--- config.mk ---
export PLATFORM = sky130hd
export DESIGN_NAME = ddr_rd_bridge
export DESIGN_NICKNAME = d
export VERILOG_FILES = /design/src/rtl/ddr_rd_bridge.sv
export SDC_FILE = /design/constraint.sdc
export NUM_CORES = 2
export LEC_CHECK = 0
export ABC_AREA = 1
export CAP_MARGIN = 0
export CORE_AREA = 2 2 444 446
export CTS_BUF_LIST = sky130_fd_sc_hd__clkbuf_8
export CTS_CLUSTER_DIAMETER = 60
export CTS_CLUSTER_SIZE = 16
export DETAILED_ROUTE_END_ITERATION = 16
export DIE_AREA = 0 0 446 448
export PLACE_DENSITY_LB_ADDON = 0.05
export SYNTH_ARGS = -nofsm -noshare
export SYNTH_HDL_FRONTEND = slang
export SYNTH_SLANG_ARGS = --single-unit
--- constraint.sdc ---
create_clock -name clk -period 7.5 [get_ports clk]
set_input_delay 1.875 -clock clk [delete_from_list [all_inputs] [get_ports clk]]
set_output_delay 1.875 -clock clk [all_outputs]
set_load 0.01 [all_outputs]
--- src/rtl/ddr_rd_bridge.sv ---
// ddr_rd_bridge: turns (byte address, beat count) read requests into AXI4
// INCR read bursts. A burst never crosses a 4 KB page and is never longer than
// 256 beats. The number of bursts in flight is capped, and read data goes back
// to the top in order through a two-entry skid buffer.
module ddr_rd_bridge #(
   parameter int DDR_W           = 512,
   parameter int DDR_ADDR_W      = 32,
   parameter int BURST_W         = 16,
   parameter int MAX_OUTSTANDING = 4
) (
   input  logic                  clk,
   input  logic                  rst,
   input  logic [DDR_ADDR_W-1:0] req_addr,
   input  logic [BURST_W-1:0]    req_size,
   input  logic                  req_valid,
   output logic                  req_ready,
   output logic [DDR_ADDR_W-1:0] m_araddr,
   output logic [7:0]            m_arlen,
   output logic                  m_arvalid,
   input  logic                  m_arready,
   input  logic [DDR_W-1:0]      m_rdata,
   input  logic [1:0]            m_rresp,
   input  logic                  m_rlast,
   input  logic                  m_rvalid,
   output logic                  m_rready,
   output logic [DDR_W-1:0]      out_data,
   output logic                  out_valid,
   input  logic                  out_ready,
   output logic                  rd_err
);
   localparam int BEAT_B = DDR_W / 8;
   localparam int OFF_W  = $clog2(BEAT_B);

   typedef enum logic {IDLE, ISSUE} state_t;

   state_t                state_q, state_d;
   logic [DDR_ADDR_W-1:0] cur_addr_q, cur_addr_d;
   logic [BURST_W-1:0]    remain_q, remain_d;
   logic [3:0]            outst_q, outst_d;
   logic [12:0]           to4k;
   logic [31:0]           beats4k, lim, n;
   logic                  ar_hs, r_hs, rlast_hs, pop;
   logic [DDR_W-1:0]      buf_q [2];
   logic                  wptr_q, rptr_q, rready_q, err_q;
   logic [1:0]            occ_q, occ_d;

   assign ar_hs    = m_arvalid & m_arready;
   assign r_hs     = m_rvalid & m_rready;
   assign rlast_hs = r_hs & m_rlast;
   assign pop      = out_valid & out_ready;

   // Size of the next burst: the smallest of the beats left, the beats left
   // before the 4 KB page ends, and 256
   always_comb begin
      to4k    = 13'h1000 - {1'b0, cur_addr_q[11:0]};
      beats4k = 32'(to4k >> OFF_W);
      lim     = (beats4k < 32'd256) ? beats4k : 32'd256;
      n       = (32'(remain_q) < lim) ? 32'(remain_q) : lim;
   end

   // cur_addr/remain change only on an AR handshake, so AR addr/len hold steady.
   // While arvalid is high the count can only fall, so arvalid stays high until
   // arready.
   assign m_arvalid = (state_q == ISSUE) &&
                      ((outst_q < 4'(MAX_OUTSTANDING)) || rlast_hs);
   assign m_araddr  = (state_q == ISSUE) ? cur_addr_q : '0;
   assign m_arlen   = (state_q == ISSUE) ? 8'(n - 32'd1) : 8'd0;
   assign req_ready = (state_q == IDLE);

   // Next state: accept a request in IDLE, step through its bursts in ISSUE
   always_comb begin
      state_d    = state_q;
      cur_addr_d = cur_addr_q;
      remain_d   = remain_q;
      case (state_q)
         IDLE: begin
            if (req_valid && (req_size != '0)) begin
               cur_addr_d = req_addr & ~DDR_ADDR_W'(BEAT_B - 1);
               remain_d   = req_size;
               state_d    = ISSUE;
            end
         end
         ISSUE: begin
            if (ar_hs) begin
               cur_addr_d = cur_addr_q + DDR_ADDR_W'(n << OFF_W);
               remain_d   = remain_q - BURST_W'(n);
               if (remain_d == '0) state_d = IDLE;
            end
         end
         default: state_d = IDLE;
      endcase
   end

   // Request and burst-walk registers
   always_ff @(posedge clk or negedge rst) begin
      if (!rst) begin
         state_q    <= IDLE;
         cur_addr_q <= '0;
         remain_q   <= '0;
      end else begin
         state_q    <= state_d;
         cur_addr_q <= cur_addr_d;
         remain_q   <= remain_d;
      end
   end

   // Bursts in flight. A stray rlast with nothing in flight leaves the count at 0.
   always_comb begin
      outst_d = outst_q;
      if (ar_hs && !rlast_hs)
         outst_d = outst_q + 4'd1;
      else if (rlast_hs && !ar_hs && (outst_q != 4'd0))
         outst_d = outst_q - 4'd1;
   end

   // Outstanding burst counter register
   always_ff @(posedge clk or negedge rst) begin
      if (!rst) outst_q <= 4'd0;
      else      outst_q <= outst_d;
   end

   // Skid buffer occupancy after this cycle's push and pop
   always_comb begin
      occ_d = occ_q + {1'b0, r_hs} - {1'b0, pop};
   end

   // Two-entry skid buffer. rready is registered, and the spare entry takes the
   // beat that arrives in the cycle after the head stalls.
   always_ff @(posedge clk or negedge rst) begin
      if (!rst) begin
         buf_q[0] <= '0;
         buf_q[1] <= '0;
         wptr_q   <= 1'b0;
         rptr_q   <= 1'b0;
         occ_q    <= 2'd0;
         rready_q <= 1'b0;
         err_q    <= 1'b0;
      end else begin
         if (r_hs) begin
            buf_q[wptr_q] <= m_rdata;
            wptr_q        <= ~wptr_q;
         end
         if (pop) rptr_q <= ~rptr_q;
         occ_q    <= occ_d;
         rready_q <= (occ_d != 2'd2);
         if (r_hs && (m_rresp != 2'b00)) err_q <= 1'b1;
      end
   end

   assign m_rready  = rready_q;
   assign out_valid = (occ_q != 2'd0);
   assign out_data  = buf_q[rptr_q];
   assign rd_err    = err_q;

endmodule

Word level (Yosys, flattened, before mapping)
Index checks and enable logic that the tools add are counted.
- bits in registers: 1083
- input port bits: 569
- output and inout bits: 557
- word-level logic and storage cells: 76
- $add $sub $neg: 8
- magnitude comparators: 6
- equal/unequal tests: 3
- multiplexer cells: 22
- bitwise logic cells: 9
- reductions and logical operators: 17
- operators by type and width (cell ; count):
    512-bit 2-to-1 mux ; 4
    1024-bit bitwise mux ; 1
    512-bit demux with 1-bit select ; 1
    32-bit 2-to-1 mux ; 3
    32-bit case mux with 2 select lines ; 1
    16-bit 2-to-1 mux ; 3
    32-bit by 22-bit adder with 32-bit output ; 1
    16-bit case mux with 2 select lines ; 1
    16-bit zero test ; 1
    16-bit by 9-bit < comparator with 1-bit output ; 1
    16-bit nonzero test ; 1
    16-bit subtractor ; 1
    13-bit by 12-bit subtractor with 13-bit output, first input constant ; 1
    7-bit by 9-bit < comparator with 1-bit output, second input constant ; 1
    9-bit 2-to-1 mux ; 1
    4-bit 2-to-1 mux ; 2
    8-bit 2-to-1 mux ; 1
    8-bit by 1-bit subtractor with 8-bit output, second input constant ; 1
    1-bit logical AND ; 7
    2-bit nonzero test ; 3
    4-bit by 1-bit adder with 4-bit output, second input constant ; 1
    1-bit AND ; 4
    2-bit greater-or-equal comparator, second input constant ; 2
    4-bit by 3-bit < comparator with 1-bit output, second input constant ; 1
    14 further kinds ; 21

Longest topological paths before layout
- word-level depth: 10
- gate-level depth with buffers: 31
- depth with buffers taken out: 30

Least setup slack after synthesis
Ideal clock, no wire load.
- kind: flip-flop to output port
- start point: reg cur_addr_q[6]
- end point: out m_arlen[6]
- arrival: 2.566 ns
- data required time: 5.625 ns
- slack: 3.059 ns
- cell stages (with the launch flop): 19
- buffers on the path: 1
- path through: dfrtp_1 > inv_1 > ha_1 > nand2_1 > nor3_1 > inv_1 > ha_1 > inv_1 > nor3_1 > nand2_1 > nand2_2 > buf_6 > nand2_2 > nand2_2 > ha_1 > nand2_2 > nor2_4 > a21oi_1 > nor2_1
- longest elaborated chain between the ends: 7
- ends and longest elaborated chain (element ; line ; RTL):
    start, declared ; 37 ; logic [DDR_ADDR_W-1:0] cur_addr_q, cur_addr_d;
    start signal, assigned ; 102 ; cur_addr_q <= cur_addr_d;
    13-bit by 12-bit subtractor with 13-bit output * ; 55 ; to4k = 13'h1000 - {1'b0, cur_addr_q[11:0]};
    7-bit by 9-bit < comparator with 1-bit output ; 57 ; lim = (beats4k < 32'd256) ? beats4k : 32'd256;
    9-bit 2-to-1 mux * ; 57 ;
    16-bit by 9-bit < comparator with 1-bit output ; 58 ; n = (32'(remain_q) < lim) ? 32'(remain_q) : lim;
    16-bit 2-to-1 mux * ; 58 ;
    8-bit by 1-bit subtractor with 8-bit output * ; 67 ; assign m_arlen = (state_q == ISSUE) ? 8'(n - 32'd1) : 8'd0;
    8-bit 2-to-1 mux * ; 67 ;
    end, declared ; 18 ; output logic [7:0] m_arlen,
Every way passes the cells marked *; elsewhere a longest branch is shown, timed or not.

Worst setup path after layout
Same ends and word-level chain as after synthesis.

==> metrics.log <==
INFO  metric hold_buffers = 0
INFO  metric filler_cell_count = 20300
INFO  metric drt_pre_antenna_iters = 8
INFO  metric grt_start_max_net_pins = 242
INFO  metric cts_max_level = 4
INFO  metric critical_path_buf_inv_count = 4
INFO  metric final.period_utilization = 0.858
INFO  metric slowest_stage = clkdlybuf4s50_1
INFO  metric routed_wire_length_per_instance = 20.4 µm
INFO  metric proportion_of_netlist_area_held_by_the_largest_area_contributor = 0.552
INFO  metric areaGrowthSynthToFinish = 34.7%
INFO  metric detail_route.drc_violations = 0
INFO  metric synth_sequential_area_ratio = 0.552
INFO  metric num-nets-final = 6825
INFO  metric vdd_drop_max = 221 µV
INFO  metric clock_path_buffers = 3
INFO  metric avgViaCountPerCell = 4.39
INFO  metric die-area = 200000 µm²
INFO  metric number_of_input_and_output_port_buffers_inserted = 1113
INFO  metric critical_path.cell_chain = inv_1 > ha_1 > nand2_1 > nor3_1 > inv_1 > ha_1 > inv_1 > nor3_1 > nand2_1 > nand2_2 > nand2_2 > nand2_2 > ha_1 > nand2_2 > nor2_4 > a21oi_1 > nor2_1 > clkdlybuf4s50_1
INFO  metric place_congestion = 0.795
INFO  metric insertion_delay = 910 ps
INFO  metric final_hold_viol_count = 0
INFO  metric cellLeakagePower = 28.6 nW
INFO  metric routed_wirelength = 181 mm
INFO  metric syn_avg_cell_area = 9.35 µm²
INFO  metric max_cap_violations = 0
INFO  metric cts_repair_resize_count = 0
INFO  metric synth_top_area_cell = dfrtp_1
INFO  metric die_width = 446 µm
INFO  metric report.power.total = 0.0312 W
INFO  metric minimum_period_implied_by_the_final_worst_setup_slack = 6430 ps
INFO  metric critPathKind = reg2out
INFO  metric grt_pass1_wl = 262 mm
INFO  metric synth.top_cells.by_area = dfrtp_1 55%, mux2_2 12%, o21ai_0 11%, nand2_1 9.8%, inv_1 4.8%
INFO  metric detailed_place.area = 62400 µm²
INFO  metric numCtsBuffers = 138
INFO  metric worst_slew_pin_slew = 1070 ps
INFO  metric cts_root_buf = clkbuf_8
INFO  metric final.hold.worst_slack = 488 ps
INFO  metric floorplan.core_area = 195000 µm²
INFO  metric cts.sinks = 1077
INFO  metric chip_height = 448 µm
INFO  metric power.density_cell_area = 475 nW/µm²
INFO  metric max-slew-margin-rel = 0.288
INFO  metric antenna_found_initial = 101
INFO  metric rsz_0062_raised_after_global_routing = no
INFO  metric crit_path_end_kind = output port
INFO  metric final_total_negative_setup_slack = 0 ps
INFO  metric syn_inst = 5217
INFO  metric fmaxAchievable = 155 MHz
INFO  metric critPathArrivalTime = 4560 ps
INFO  metric critical_path.startpoint_type = register
INFO  metric biggest_cell_delay_along_the_critical_path = 560 ps
INFO  metric synthFlopType = dfrtp_1
INFO  metric cp_top_family = simple AND/OR/NAND/NOR gates
INFO  metric register_to_register_setup_slack = 2720 ps
INFO  metric num_rows = 162
INFO  metric synth_enable_flop_cells = 0
INFO  metric globalRouteTotalUtil = 0.177
INFO  metric grt_pass1_vias = 37900
INFO  metric asyncSetResetFlopFracSynth = 1.00
INFO  metric detailed_place_hpwl = 129 mm
INFO  metric max_slew_violation_count = 0
INFO  metric drt-initial-drc-count = 2216
INFO  metric worstHoldPathType = reg2reg
INFO  metric cts_post_setup_buffers_inserted = 0
INFO  metric setup-violations-final = 0
INFO  metric number_of_storage_elements_in_the_synthesis_netlist = 1077
INFO  metric cp_common_cell = nand2_2
INFO  metric crit_fanout = 11
INFO  metric ios = 1126
INFO  metric yosys_warnings = 0
INFO  metric initial_core_util = 0.251
INFO  metric route.vias.total = 39000
INFO  metric clkTransAtPathRegs = 80 ps
INFO  metric netlist_area = 48800 µm²
INFO  metric synthDistinctLibCells = 42
INFO  metric fraction_of_layout_instances_using_a_drive_strength_above_1 = 0.133
INFO  metric fin_worst_skew = 62.9 ps
INFO  metric status = finished clean
INFO  metric worst-endpoint-required = 5620 ps
INFO  metric final_cell_area = 65700 µm²
INFO  metric postRouteAntennaNets = 0
INFO  metric tritoncts = built
INFO  metric grt_overflow = 0
-- state kept, by name, indices dropped and copies added (netlist names) --
register    count
buf_q        1024
cur_addr_q     26
remain_q       16
outst_q         4
occ_q           2
m_rready        1
rd_err          1
rptr_q          1
state_q         1
wptr_q          1
-- cell usage after synthesis (4+ instances only) --
cell type,count
clkbuf_1,152
inv_2,8
ha_1,36
xnor2_1,4
buf_1,7
a31oi_1,4
buf_2,145
dfrtp_1,1077
a21oi_1,46
nand2_1,1278
inv_1,619
or2_2,6
nand3_1,49
xor2_1,15
mux2_2,512
nor4_1,5
nand2_2,10
buf_4,7
nor2_2,4
nor2_1,91
nor3_1,9
o22ai_1,9
o211ai_1,12
nand4_1,16
o21ai_0,1065
-- report_power, final --
part | internal [W] | total (W) | switching (W) | leakage (nW)
Sequential | 0.00868 | 0.00983 | 0.00114 | 13.0
Combinational | 0.00735 | 0.0162 | 0.00881 | 14.0
Clock | 0.00258 | 0.00524 | 0.00265 | 1.63
Total | 0.0186 | 0.0312 | 0.0126 | 28.6
-- kinds of logic (layout without fill, tap and decap cells) --
| family | Yosys count | in the layout | share of synthesized area |
|---|---|---|---|
| AND/OR/NAND/NOR | 1481 | 1481 | 0.119 |
| AO/OA/AOI/OAI | 1148 | 1148 | 0.120 |
| flip-flops | 1077 | 1077 | 0.552 |
| buffers and inverters | 940 | 2039 | 0.0767 |
| multiplexers | 512 | 512 | 0.118 |
| adder cells (fa/ha/maj) | 39 | 39 | 0.0105 |
| XOR/XNOR | 19 | 19 | 0.00341 |
| other | 1 | 27 | 0.0000769 |
-- stage by stage --
step	worst slack, ps	cells	utilization
4_1_cts	876	8872	0.337
3_3_place_gp	1660	8619	0.321
5_1_grt	649	8881	0.338
2_1_floorplan	3060	5231	-
3_5_place_dp	1670	8619	0.321
6_report	1070	8884	0.338
-- final timing paths --
kind,startpoint,end,cells after the start
hold / removal,rd_err,rd_err,1
min in group asynchronous,rst,remain_q[14],1
max in group asynchronous,rst,buf_q[119],2
hold reg to reg,rd_err,rd_err,1
setup reg to reg,cur_addr_q[6],cur_addr_q[26],28
setup / recovery,cur_addr_q[6],m_arlen[6],18
-- layer usage --
| layer | global-route usage | wire [µm] | up-vias |
|---|---|---|---|
| met5 | 0 | 477 | - |
| met4 | 0.0518 | 4720 | 78 |
| met3 | 0.0638 | 13700 | 340 |
| met2 | 0.305 | 91100 | 973 |
| met1 | 0.204 | 71300 | 18800 |
| li1 | - | - | 18800 |
-- layout make-up --
cell class / instances / area, µm² / area share
Multi-Input combinational cell: 3214 / 18200 / 0.276
Tap cell: 2542 / 3180 / 0.0484
Inverter: 628 / 2360 / 0.0359
Sequential cell: 1077 / 27000 / 0.410
Timing Repair Buffer: 1158 / 11800 / 0.179
Clock inverter: 98 / 1100 / 0.0168
Clock buffer: 155 / 2130 / 0.0325
Antenna cell: 12 / 30.0 / 0.000457
-- placed cells by master, fill, tap and decap left out, drive strengths merged, types with 3 or more instances in the layout --
cell type / Yosys / final
nand2: 1291 / 1291
clkdlybuf4s50: 0 / 1112
dfrtp: 1077 / 1077
o21ai: 1069 / 1069
inv: 627 / 662
mux2: 512 / 512
clkbuf: 152 / 155
nor2: 98 / 98
nand3: 50 / 50
a21oi: 46 / 46
buf: 160 / 46
ha: 36 / 36
clkinv: 1 / 24
clkinvlp: 0 / 23
bufinv: 0 / 17
nand4: 16 / 16
xor2: 15 / 15
conb: 1 / 15
diode: 0 / 12
o211ai: 12 / 12
nor3: 9 / 9
o22ai: 9 / 9
or2: 7 / 7
nor4: 5 / 5
xnor2: 4 / 4
a31oi: 4 / 4
nand3b: 3 / 3
a21o: 3 / 3
fa: 3 / 3
No activity file was read; power rests on OpenSTA's default activity.
